[src/rtl/bp_be_pkg.sv]
// bp_be_pkg
//   Shared types and constants for the backend stride prefetch generator.
//   - bp_params_e / bp_vaddr_width(): processor configuration and the
//     virtual address width it implies.
//   - bp_be_pf_state_e: generator FSM states.
//   - bp_be_pf_stream_s: the single tracked stream (pc, step, next line
//     address, base page number, prefetches left to issue).
//   - bp_block_offset_width_gp: log2 of the default D$ line size.
package bp_be_pkg;

  typedef enum logic [0:0] {
    e_bp_default_cfg
  } bp_params_e;

  localparam int bp_vaddr_width_gp        = 39;
  localparam int bp_pf_remaining_width_gp = 4;
  localparam int bp_block_width_bytes_gp  = 64;
  localparam int bp_block_offset_width_gp = $clog2(bp_block_width_bytes_gp);

  function automatic int bp_vaddr_width(bp_params_e cfg);
    case (cfg)
      e_bp_default_cfg: return bp_vaddr_width_gp;
      default:          return bp_vaddr_width_gp;
    endcase
  endfunction

  typedef enum logic [1:0] {
    e_idle,
    e_train,
    e_issue
  } bp_be_pf_state_e;

  // base_page holds the page number right-justified (address >> page offset)
  typedef struct packed {
    logic [bp_vaddr_width_gp-1:0]        pc;
    logic [bp_vaddr_width_gp-1:0]        step;
    logic [bp_vaddr_width_gp-1:0]        next_vaddr;
    logic [bp_vaddr_width_gp-1:0]        base_page;
    logic [bp_pf_remaining_width_gp-1:0] remaining;
  } bp_be_pf_stream_s;

endpackage

[src/rtl/bp_be_pf_addr_step.sv]
// bp_be_pf_addr_step
//   Purely combinational address helper for the stride prefetcher.
//   Ports:
//     stride_i        signed byte stride from the stride detector
//     eff_addr_i      effective address of the confirming load
//     cur_vaddr_i     line address currently held by the stream
//     cur_step_i      step currently held by the stream
//     base_page_i     page number the stream is confined to
//     step_o          stride scaled up to at least one line, sign kept
//     stride_zero_o   stride_i is zero
//     first_vaddr_o   align(eff_addr_i + step_o)
//     advance_vaddr_o align(cur_vaddr_i + cur_step_i)
//     eff_page_o      page number of eff_addr_i
//     page_cross_o    cur_vaddr_i lies outside base_page_i
module bp_be_pf_addr_step #(
  parameter int vaddr_width_p       = 39,
  parameter int stride_width_p      = 8,
  parameter int block_width_bytes_p = 64,
  parameter int page_offset_width_p = 12
) (
  input  logic [stride_width_p-1:0] stride_i,
  input  logic [vaddr_width_p-1:0]  eff_addr_i,
  input  logic [vaddr_width_p-1:0]  cur_vaddr_i,
  input  logic [vaddr_width_p-1:0]  cur_step_i,
  input  logic [vaddr_width_p-1:0]  base_page_i,
  output logic [vaddr_width_p-1:0]  step_o,
  output logic                      stride_zero_o,
  output logic [vaddr_width_p-1:0]  first_vaddr_o,
  output logic [vaddr_width_p-1:0]  advance_vaddr_o,
  output logic [vaddr_width_p-1:0]  eff_page_o,
  output logic                      page_cross_o
);

  localparam int block_offset_width_lp = $clog2(block_width_bytes_p);
  localparam logic [vaddr_width_p-1:0] block_bytes_lp = vaddr_width_p'(block_width_bytes_p);
  localparam logic [vaddr_width_p-1:0] align_mask_lp =
    {{(vaddr_width_p-block_offset_width_lp){1'b1}}, {block_offset_width_lp{1'b0}}};

  logic                     stride_neg;
  logic [vaddr_width_p-1:0] stride_sext;
  logic [vaddr_width_p-1:0] stride_mag;

  // Magnitude is taken after widening so the most negative stride does not overflow
  assign stride_neg    = stride_i[stride_width_p-1];
  assign stride_sext   = {{(vaddr_width_p-stride_width_p){stride_neg}}, stride_i};
  assign stride_mag    = stride_neg ? (-stride_sext) : stride_sext;
  assign stride_zero_o = (stride_i == '0);

  // Strides shorter than a line would re-fetch the same line, so they are
  // rounded up to one line in the stride's direction
  always_comb begin
    step_o = '0;
    if (stride_zero_o) begin
      step_o = '0;
    end else if (stride_mag >= block_bytes_lp) begin
      step_o = stride_sext;
    end else if (stride_neg) begin
      step_o = -block_bytes_lp;
    end else begin
      step_o = block_bytes_lp;
    end
  end

  assign first_vaddr_o   = (eff_addr_i + step_o) & align_mask_lp;
  assign advance_vaddr_o = (cur_vaddr_i + cur_step_i) & align_mask_lp;
  assign eff_page_o      = eff_addr_i >> page_offset_width_p;
  assign page_cross_o    = ((cur_vaddr_i >> page_offset_width_p) != base_page_i);

endmodule

[src/rtl/bp_be_stride_pf_gen.sv]
// bp_be_stride_pf_gen
//   Stride prefetch request generator fed by the backend load-stride
//   detector. Tracks one stream; after confirmation it issues up to
//   pf_degree_p line-aligned prefetch vaddrs over a valid/ready port.
//   Ports:
//     clk_i, reset_i        clock, synchronous active-high reset
//     stride_v_i            stride/pc/eff_addr/discovery inputs valid
//     stride_i              detected stride, signed bytes
//     pc_i, eff_addr_i      PC and effective address of the striding load
//     start_discovery_i     new stream candidate
//     confirm_discovery_i   stream confirmed
//     pf_v_o, pf_vaddr_o    prefetch request, line-aligned vaddr
//     pf_ready_i            D$ accepts the request
//     busy_o                generator not idle
//   Build option: define BP_BE_PF_PAGE_CROSS_EN to let a stream run across
//   page boundaries; by default a stream stops at the confirming page.
module bp_be_stride_pf_gen
  import bp_be_pkg::*;
#(
  parameter bp_params_e bp_params_p   = e_bp_default_cfg,
  localparam int vaddr_width_p        = bp_vaddr_width(bp_params_p),
  parameter int stride_width_p        = 8,
  parameter int pf_degree_p           = 4,
  parameter int block_width_bytes_p   = 64,
  parameter int page_offset_width_p   = 12
) (
  input  logic                      clk_i,
  input  logic                      reset_i,
  input  logic                      stride_v_i,
  input  logic [stride_width_p-1:0] stride_i,
  input  logic [vaddr_width_p-1:0]  pc_i,
  input  logic [vaddr_width_p-1:0]  eff_addr_i,
  input  logic                      start_discovery_i,
  input  logic                      confirm_discovery_i,
  output logic                      pf_v_o,
  output logic [vaddr_width_p-1:0]  pf_vaddr_o,
  input  logic                      pf_ready_i,
  output logic                      busy_o
);

  bp_be_pf_state_e  state_r, state_n;
  bp_be_pf_stream_s stream_r, stream_n;

  logic [vaddr_width_p-1:0] step;
  logic                     stride_zero;
  logic [vaddr_width_p-1:0] first_vaddr;
  logic [vaddr_width_p-1:0] advance_vaddr;
  logic [vaddr_width_p-1:0] eff_page;
  logic                     page_cross;
  logic                     page_stop;
  logic                     start;
  logic                     confirm;
  logic                     xfer;
  logic                     unused;

  bp_be_pf_addr_step #(
    .vaddr_width_p       (vaddr_width_p),
    .stride_width_p      (stride_width_p),
    .block_width_bytes_p (block_width_bytes_p),
    .page_offset_width_p (page_offset_width_p)
  ) addr_step (
    .stride_i        (stride_i),
    .eff_addr_i      (eff_addr_i),
    .cur_vaddr_i     (stream_r.next_vaddr),
    .cur_step_i      (stream_r.step),
    .base_page_i     (stream_r.base_page),
    .step_o          (step),
    .stride_zero_o   (stride_zero),
    .first_vaddr_o   (first_vaddr),
    .advance_vaddr_o (advance_vaddr),
    .eff_page_o      (eff_page),
    .page_cross_o    (page_cross)
  );

`ifdef BP_BE_PF_PAGE_CROSS_EN
  assign page_stop = 1'b0;
  assign unused    = ^{stream_r.pc, page_cross};
`else
  // The held address already left the base page: never present it
  assign page_stop = (state_r == e_issue) & page_cross;
  assign unused    = ^stream_r.pc;
`endif

  assign start   = stride_v_i & start_discovery_i;
  assign confirm = stride_v_i & confirm_discovery_i;

  // Request outputs come straight from registers so the address is stable under backpressure
  always_comb begin
    pf_v_o     = 1'b0;
    pf_vaddr_o = stream_r.next_vaddr;
    busy_o     = (state_r != e_idle);
    pf_v_o     = (state_r == e_issue) & ~page_stop;
  end

  assign xfer = pf_v_o & pf_ready_i;

  // Next-state: start beats confirm, and a confirm while issuing reloads
  // the stream in place of that cycle's transfer update
  always_comb begin
    state_n  = state_r;
    stream_n = stream_r;
    case (state_r)
      e_idle: begin
        if (start) begin
          stream_n.pc = pc_i;
          state_n     = e_train;
        end
      end
      e_train, e_issue: begin
        if (start) begin
          stream_n.pc = pc_i;
          state_n     = e_train;
        end else if (confirm) begin
          if (stride_zero) begin
            state_n = e_idle;
          end else begin
            stream_n.step       = step;
            stream_n.next_vaddr = first_vaddr;
            stream_n.base_page  = eff_page;
            stream_n.remaining  = bp_pf_remaining_width_gp'(pf_degree_p);
            state_n             = e_issue;
          end
        end else if (state_r == e_issue) begin
          if (page_stop) begin
            state_n = e_idle;
          end else if (xfer) begin
            if (stream_r.remaining == bp_pf_remaining_width_gp'(1)) begin
              state_n = e_idle;
            end else begin
              stream_n.next_vaddr = advance_vaddr;
              stream_n.remaining  = stream_r.remaining - bp_pf_remaining_width_gp'(1);
            end
          end
        end
      end
      default: state_n = e_idle;
    endcase
  end

  // State and stream registers with synchronous clear
  always_ff @(posedge clk_i) begin
    if (reset_i) begin
      state_r  <= e_idle;
      stream_r <= '0;
    end else begin
      state_r  <= state_n;
      stream_r <= stream_n;
    end
  end

endmodule

[config.mk]
export PLATFORM = sky130hd
export DESIGN_NAME = bp_be_stride_pf_gen
export DESIGN_NICKNAME = d
export VERILOG_FILES = /design/src/rtl/bp_be_pkg.sv /design/src/rtl/bp_be_pf_addr_step.sv /design/src/rtl/bp_be_stride_pf_gen.sv
export SDC_FILE = /design/constraint.sdc
export NUM_CORES = 1
export LEC_CHECK = 0
export BUFFER_PORTS_ARGS = -buffer_cell sky130_fd_sc_hd__buf_4
export CAP_MARGIN = 20
export CORE_MARGIN = 2
export CORE_UTILIZATION = 45
export DETAILED_ROUTE_END_ITERATION = 8
export HOLD_SLACK_MARGIN = 0.06
export PLACE_DENSITY = 0.66
export SLEW_MARGIN = 20
export SYNTH_ARGS = -nofsm -noshare
export SYNTH_HDL_FRONTEND = slang
export SYNTH_HIERARCHICAL = 1
export SYNTH_SLANG_ARGS = --single-unit
[constraint.sdc]
create_clock -name clk_i -period 14.5 [get_ports clk_i]
set_clock_uncertainty 0.1 [all_clocks]
set_input_delay 0.725 -clock clk_i [delete_from_list [all_inputs] [get_ports clk_i]]
set_output_delay 0.725 -clock clk_i [all_outputs]
set_load 0.005 [all_outputs]
Yosys cells after proc, flatten, opt, wreduce, memory -nomap -nowiden

Cells that the tools add are included.
Widths: inputs -> output; s select.

Memory bits (read-only): 0
Memories: 0
Logic and storage cells: 62
Latch bits: 0
Memory bits (writable): 0
Bits in registers: 111
Input bits: 92

Bitwise logic cells: 8
Magnitude comparators: 1
Reductions and logical operators: 9
Add/subtract/negate cells: 4
Shifts and indexed selects: 0
$mul: 0
Mux-type cells: 24
Equality and inequality tests: 11
Div/mod/pow operators: 0

Operators with widths:

| cell                | count |
|---|---|
| $mux 39             | 9 |
| $mux 82             | 1 |
| $add 39x39->39      | 2 |
| $ge 39x7->1 const B | 1 |
| $neg 39->39         | 1 |
| $ne 27x27->1        | 1 |
| $mux 4              | 5 |
| $mux 2              | 8 |
| $ne 5x5->1 const B  | 2 |
| $logic_not 8->1     | 1 |
| $reduce_and 4->1    | 2 |
| $reduce_and 7->1    | 1 |
| $ne 2x2->1 const B  | 3 |
| $reduce_bool 2->1   | 3 |
| $and 1x1->1         | 5 |
| $eq 4x1->1 const B  | 1 |
| $ne 4x4->1 const B  | 1 |
| $pmux 2 s2          | 1 |
| $sub 4x1->4 const B | 1 |
| $not 1->1           | 3 |
| $eq 2x1->1 const B  | 1 |
| $eq 2x2->1 const B  | 1 |
| $logic_not 2->1     | 1 |
| $ne 2x1->1 const B  | 1 |
| $reduce_or 2->1     | 1 |

Depth between registers and ports, before layout

Gate-level depths: netlist (run 1).

Word-level depth: 11
Gate-level depth with buffers: 18
Depth with buffers taken out: 18

Hierarchy

Netlist (run 1), hierarchy kept.

Modules (own cells, without submodules):

| module              | area each (sq um) | seq. area each (sq um) | cells an instance | times used |
|---|---|---|---|---|
| bp_be_stride_pf_gen | 5340.1            | 2462.4                 | 662               | 1 |
| bp_be_pf_addr_step  | 4554.4            | 0.0                    | 631               | 1 |

Worst setup path after synthesis (run 1)

No wires, ideal clock.

Path type: input port to flip-flop
Start: input port stride_i[7]
End: register stream_r (netlist bit pf_vaddr_o[24])
Setup time: 0.086 ns
Setup slack: 9.451 ns
Arrival time: 4.863 ns
Path buffers: 2
Cell stages on the path: 14
Path through: buf_4 > clkbuf_1 > ha_1 > a21o_1 > a21oi_1 > o21ai_1 > a221o_1 > o21a_1 > or3_1 > a2111o_1 > o311ai_1 > nor3b_1 > a21oi_1 > a211oi_1

Word-level cells in the longest chain between the ends: 8

RTL lines:

| what                      | line                       | text |
|---|---|---|
| start: declaration        | bp_be_stride_pf_gen.sv:30  | `input logic [stride_width_p-1:0] stride_i,` |
| $neg 39->39               | bp_be_pf_addr_step.sv:46   | `assign stride_mag = stride_neg ? (-stride_sext) : stride_sext;` |
| $mux 39                   | bp_be_pf_addr_step.sv:46   |  |
| $ge 39x7->1               | bp_be_pf_addr_step.sv:55   | `end else if (stride_mag >= block_bytes_lp) begin` |
| $mux 39                   | bp_be_pf_addr_step.sv:55   |  |
| $mux 39 *                 | bp_be_pf_addr_step.sv:53   | `if (stride_zero_o) begin` |
| named net step[7]         | bp_be_stride_pf_gen.sv:44  | `logic [vaddr_width_p-1:0] step;` |
| $add 39x39->39 *          | bp_be_pf_addr_step.sv:64   | `assign first_vaddr_o = (eff_addr_i + step_o) & align_mask_lp;` |
| named net first_vaddr[24] | bp_be_stride_pf_gen.sv:46  | `logic [vaddr_width_p-1:0] first_vaddr;` |
| $mux 82 *                 | bp_be_stride_pf_gen.sv:114 | `if (stride_zero) begin` |
| $mux 39 *                 | bp_be_stride_pf_gen.sv:113 | `end else if (confirm) begin` |
| end signal: assignment    | bp_be_stride_pf_gen.sv:147 | `stream_r <= stream_n;` |
| end: declaration          | bp_be_stride_pf_gen.sv:42  | `bp_be_pf_stream_s stream_r, stream_n;` |

The timed path passes the listed nets; every way through them passes the cells marked *. The select of a mux whose other input is x is not followed.
A chain may end at the register's enable or synchronous reset.

Worst setup path in the final report (run 1)

Start: input port stride_i[7]
End: register stream_r (netlist bit pf_vaddr_o[30])

The elaborated chain is that of the path after synthesis.

==> results of run 1 <==
layout make-up:
| class | count | area, sq um | share of cell area |
|---|---|---|---|
| inverters | 31 | 116 | 0.0111 |
| flip-flops and latches | 123 | 2460 | 0.236 |
| repair buffers | 100 | 751 | 0.0719 |
| clock inverters | 3 | 40.0 | 0.00383 |
| well taps | 280 | 350 | 0.0335 |
| multi-input cells | 978 | 6230 | 0.597 |
| clock buffers | 24 | 492 | 0.0471 |
worst paths after layout:
check / to / slack [ns] / cells after the start
worst max-delay path: pf_vaddr_o[30] / 9.93 / 17
worst min-delay path: stream_r[41] / 0.35 / 2
worst max register to register: pf_vaddr_o[8] / 10.49 / 11
worst min register to register: stream_r[41] / 0.35 / 2
state kept, by name, indices dropped and copies added, names as in the netlist:
register	flops
pf_vaddr_o	39
state_r	2
stream_r	82
per-stage QoR:
stage	util	setup slack (ns)	total power [W]	instances	cell area, sq um
3_5_place_dp	0.457	9.65	0.000560	1512	9910
5_1_grt	0.482	9.70	0.000999	1539	10400
4_1_cts	0.482	10.07	0.000959	1539	10400
3_3_place_gp	0.457	9.67	0.000558	1512	9910
6_report	0.482	9.93	0.000954	1539	10400
2_1_floorplan	-	9.45	0.000523	1316	9980
power breakdown:
part,internal [W],switching [W]
Sequential,0.000347,0.00000844
Combinational,0.0000858,0.000115
Clock,0.000248,0.000150
tightest hold or removal path, cell delays in order, from the launching register on:
cell and delay, ns:
dfxtp_1 0.30, nand2_1 0.05, a21oi_1 0.05
synth_stat cells (4+ instances only):
master,number
nor2_1,47
or3_1,5
ha_1,81
dfxtp_1,123
nor4_1,10
nand3_1,13
a21oi_1,176
clkbuf_1,53
nand2b_1,5
buf_4,122
nor3_1,57
a21boi_0,4
o21bai_1,9
and2_1,10
nand4_1,15
a211oi_1,39
and3_1,7
xor2_1,44
buf_6,4
o21a_1,7
o211ai_1,4
o21ai_0,32
xnor2_1,32
nor3b_1,40
a21o_1,21
o211a_1,7
o31ai_1,4
a211o_1,4
inv_1,30
nand2_1,198
o21ai_1,5
buf_2,5
kinds of logic after synthesis:
logic type | count (synthesis) | synth area share
XOR/XNOR | 77 | 0.0689
AND/OR/NAND/NOR | 433 | 0.212
other | 1 | 0.000379
multiplexers | 3 | 0.00316
flip-flops | 123 | 0.249
AO/OA/AOI/OAI | 360 | 0.232
adder cells (fa/ha/maj) | 81 | 0.102
buffers and inverters | 215 | 0.132
per-layer routing:
layer	up-vias	GRT usage	wire [microns]
met3	46	0.0327	1290
met1	4019	0.301	12300
met5	-	0	0
met4	0	0.0792	659
met2	229	0.356	11900
li1	4372	-	-
==> impl_metrics.ini, run 1 <==
[critical_path]
critPathLaunchType = input port
endpoint_kind = register
cp_max_fo = 69
crit_chain = buf_4, inv_2, a31oi_4, mux2i_1, and2_1, ha_1, a21oi_1, o211ai_1, o211ai_1, o211a_1, o31ai_2, a21oi_2, o2111a_1, a311oi_1, nor3b_1, a21oi_1, a211oi_1
crit_family = compound AO/OA/AOI/OAI gates
setup.worst_path.class = input port to register
slowest_delay_ns = 0.69
r2r_start = pf_vaddr_o[19]
crit_start = stride_i[7]
cpMaxStageDelayCell = buf_4
worst-path-buf-inv = 2
worstPathArrival_ns = 4.79
crit_required_ns = 14.72

[global_route]
grt_start_max_net_pins = 99
overflow = 0
grt_usage = 0.221
grt_pass1_wl_mm = 42.0
antenna_found_initial = 0
grt_pass1_vias = 8062

[clock_network]
cts_buffer_depth = 2
clockRootBuffer = clkbuf_16
numCtsBuffers = 17
insertion_delay_ns = 0.42
cts_setup_buffers = 0
htreeDepth = 4
cts_sinks = 123
clk_pin_slew_ns = 0.05
hold_buffers = 0
tritoncts = built
postCtsResizedCells = 0

[synthesis]
synth_cells = 1293
synth_seq_area_share = 0.249
yosys_warnings = 6
synth_ff_type = dfxtp_1
synth_area_leader_cell = dfxtp_1
synth_cell_types = 78
ys_ff_latch = 123
synth_edf_count = 0
syn_area_sq_um = 9890
avgSynthCellArea_sq_um = 7.65
synth_top_area_frac = 0.249
synthTopCellsByArea = dfxtp_1 25%, ha_1 10%, buf_4 9.3%
async_flop_share = 0

[floorplan]
die_w_microns = 152
initial_core_util = 0.456
core_sq_um = 21700
rows = 54
die_y_microns = 152
die_area_sq_um = 23200
boundaryPins = 133

[place]
place.gp.congestion = 0.909
io_buffers = 93
dp_hpwl_mm = 17.9

[sta]
drv_slew = 0
rsz0062_at_grt = false
fmax_mhz = 219
whs_ns = 0.353
hold_viol = 0
tns_ns = 0
slew_headroom = 0.291
fin_crit_ns = 4.57
setup_viol = 0
layout_worst_path_cycle_share = 0.315
tightest_slew_ns = 1.06

[route]
wl_mm = 26.2
vias = 8666
initialDrtViolationCount = 564
drtAntennaViolNets = 0
drc = 0
avgRoutedWirePerCell_microns = 17.0
firstDrtPassIters = 5
viasPerCell = 5.63

[power_and_ir_drop]
p_leak_nw = 4.41
powerDensity_nw_per_um2 = 91.3
ir_worst_vdd_v = 0.0000825

[finish]
final_cell_mix = 197 x nand2_1, 176 x a21oi_1, 123 x dfxtp_1
area_delta_synth_final_pct = 5.58
final_common_cell = nand2_1
insertedDiodeCount = 0
fillers = 2179
drive_gt1_frac = 0.119
nets = 1424

[worst_hold_path]
hold_path.class = register to register
hold_start = stream_r[41]

[status]
outcome = finished, final reports clean

[job]
cap_violations = 0
(Power assumes the default switching activity.)
==> run 2, diff against run 1 <==
clock period = 4.6 ns   (was 14.5 ns; I/O delays follow)
==> run 2 against run 1 <==
Compared with the run above: non-clock buffer count up 28; first-iteration DRC count down 10%; count of clock-buffer cells in the layout up 2; routed wire length down 0.54%; global-route usage up 0.22 points; cell area up 3.6%; utilization up 1.7 points; cell count up 2.1%; sequential share of layout area down 0.81 points; register-to-register slack worse by 9.3 ns; largest cell class unchanged.
==> impl_metrics.ini, run 2 (synthesis results as in run 1) <==
[critical_path]
worst-path-stages = 19
slowest_delay_ns = 0.59
endpoint_kind = register
regToRegSetupSlack_ns = 1.18
critPathLaunchType = input port
setup.worst_path.class = input port to register
crit_required_ns = 4.84
crit_chain = buf_4, inv_1, ha_1, nand3_1, o21ai_0, mux2i_1, and2_1, ha_1, a21oi_1, o211ai_1, o2111ai_1, o21a_2, a2111oi_4, o31ai_1, nand2_1, o211ai_1, nor3b_1, a21oi_1, a211oi_1
worst-path-buf-inv = 2
r2r_start = pf_vaddr_o[27]
r2r_cells = 10
crit_family = compound AO/OA/AOI/OAI gates
cpMaxStageDelayCell = o31ai_1
worstPathArrival_ns = 3.80
cp_max_fo = 5
reg2reg_to = stream_r[2]

[global_route]
grt_pass1_wl_mm = 42.5
grt_start_max_net_pins = 119
grt_usage = 0.223
antenna_found_initial = 0
overflow = 0
grt_pass1_vias = 8090

[clock_network]
hold_buffers = 27
clk_pin_slew_ns = 0.06
tritoncts = built
insertion_delay_ns = 0.43
numCtsBuffers = 17
cts_buffer_depth = 2
cts_setup_buffers = 0
postCtsResizedCells = 0
htreeDepth = 4
clockRootBuffer = clkbuf_16
cts_sinks = 123

[sta]
tightest_slew_ns = 0.995
whs_ns = 0.112
setup_viol = 0
rsz0062_at_grt = false
hold_viol = 0
drv_slew = 0
tns_ns = 0
layout_worst_path_cycle_share = 0.774
fin_crit_ns = 3.56
slew_headroom = 0.337
fmax_mhz = 281
postLayoutSetupSlackWorst_ns = 1.04

[floorplan]
core_sq_um = 21700
die_w_microns = 152
boundaryPins = 133
rows = 54
die_area_sq_um = 23200
initial_core_util = 0.456
die_y_microns = 152

[place]
io_buffers = 93
placed_area_sq_um = 9950
place.gp.congestion = 0.893
pre_cts_slack_ns = 0.605
dp_hpwl_mm = 17.9

[route]
viasPerCell = 5.54
avgRoutedWirePerCell_microns = 16.6
vias = 8713
drtAntennaViolNets = 0
firstDrtPassIters = 5
wl_mm = 26.0
initialDrtViolationCount = 505
drc = 0

[worst_hold_path]
hold_start = stride_i[0]
min_to = stream_r[82]
hold_depth = 5
hold_path.class = input port to register

[status]
outcome = finished, final reports clean

[finish]
top_register = stream_r
nets = 1452
drive_gt1_frac = 0.121
final_common_cell = nand2_1
area_delta_synth_final_pct = 9.34
final_area_sq_um = 10800
final_util = 0.499
final_cell_mix = 197 x nand2_1, 176 x a21oi_1, 123 x dfxtp_1
insertedDiodeCount = 0
largest_register_ffs = 82

[power_and_ir_drop]
ir_worst_vdd_v = 0.000209
powerDensity_nw_per_um2 = 291
p_leak_nw = 4.56

[job]
cap_violations = 0
-- run 2: cell types whose count changed in the layout (fill, tap and decap cells not counted), sizes merged --
cell,previous run,this run
clkinvlp,0,1
clkbuf,24,26
clkinv,2,3
bufinv,1,2
dlygate4sd3,0,27
buf,100,101
-- run 2: how the worst max path moves through the flow --
stage	from	end	slack, ns
floorplan	stride_i[7]	pf_vaddr_o[24]	0.05
global placement	stride_i[0]	pf_vaddr_o[34]	0.65
detailed placement	stride_i[0]	pf_vaddr_o[38]	0.60
CTS	stride_i[0]	pf_vaddr_o[38]	1.06
global route	stride_i[0]	pf_vaddr_o[30]	0.69
finish	stride_i[0]	pf_vaddr_o[38]	1.04
-- run 2: per-stage QoR --
stage | power, W | std cells
3_5_place_dp | 0.00177 | 1513
3_3_place_gp | 0.00176 | 1513
2_1_floorplan | 0.00165 | 1316
4_1_cts | 0.00317 | 1572
6_report | 0.00315 | 1572
5_1_grt | 0.00330 | 1572
-- run 2: final cells by class --
type	count	area, sq um
fillers	2147	10900
multi-input cells	978	6230
flip-flops and latches	123	2460
repair buffers	128	1050
clock buffers	26	519
well taps	280	350
inverters	31	116
clock inverters	6	82.6
-- run 2: worst reg2reg max path: stages (launching register included) --
cell     delay [ns]
dfxtp_1        0.36
xor2_1         0.16
nor4_1         0.65
nand4_1        0.20
nor3_1         0.23
nand3_1        0.23
and3b_1        0.28
and4_1         0.21
buf_4          0.50
nor4b_1        0.11
a211o_1        0.28
-- run 2: routing by layer --
metal,global-route usage,part of all wire,vias up
li1,-,-,4443
met1,0.306,0.48,4042
met2,0.363,0.47,198
met3,0.0384,0.042,30
met4,0.0592,0.015,0
met5,0,0,-
-- run 2: report_power, final --
part           internal (W)  switching [W]
sequential          0.00109      0.0000262
clock              0.000882       0.000501
combinational      0.000288       0.000362
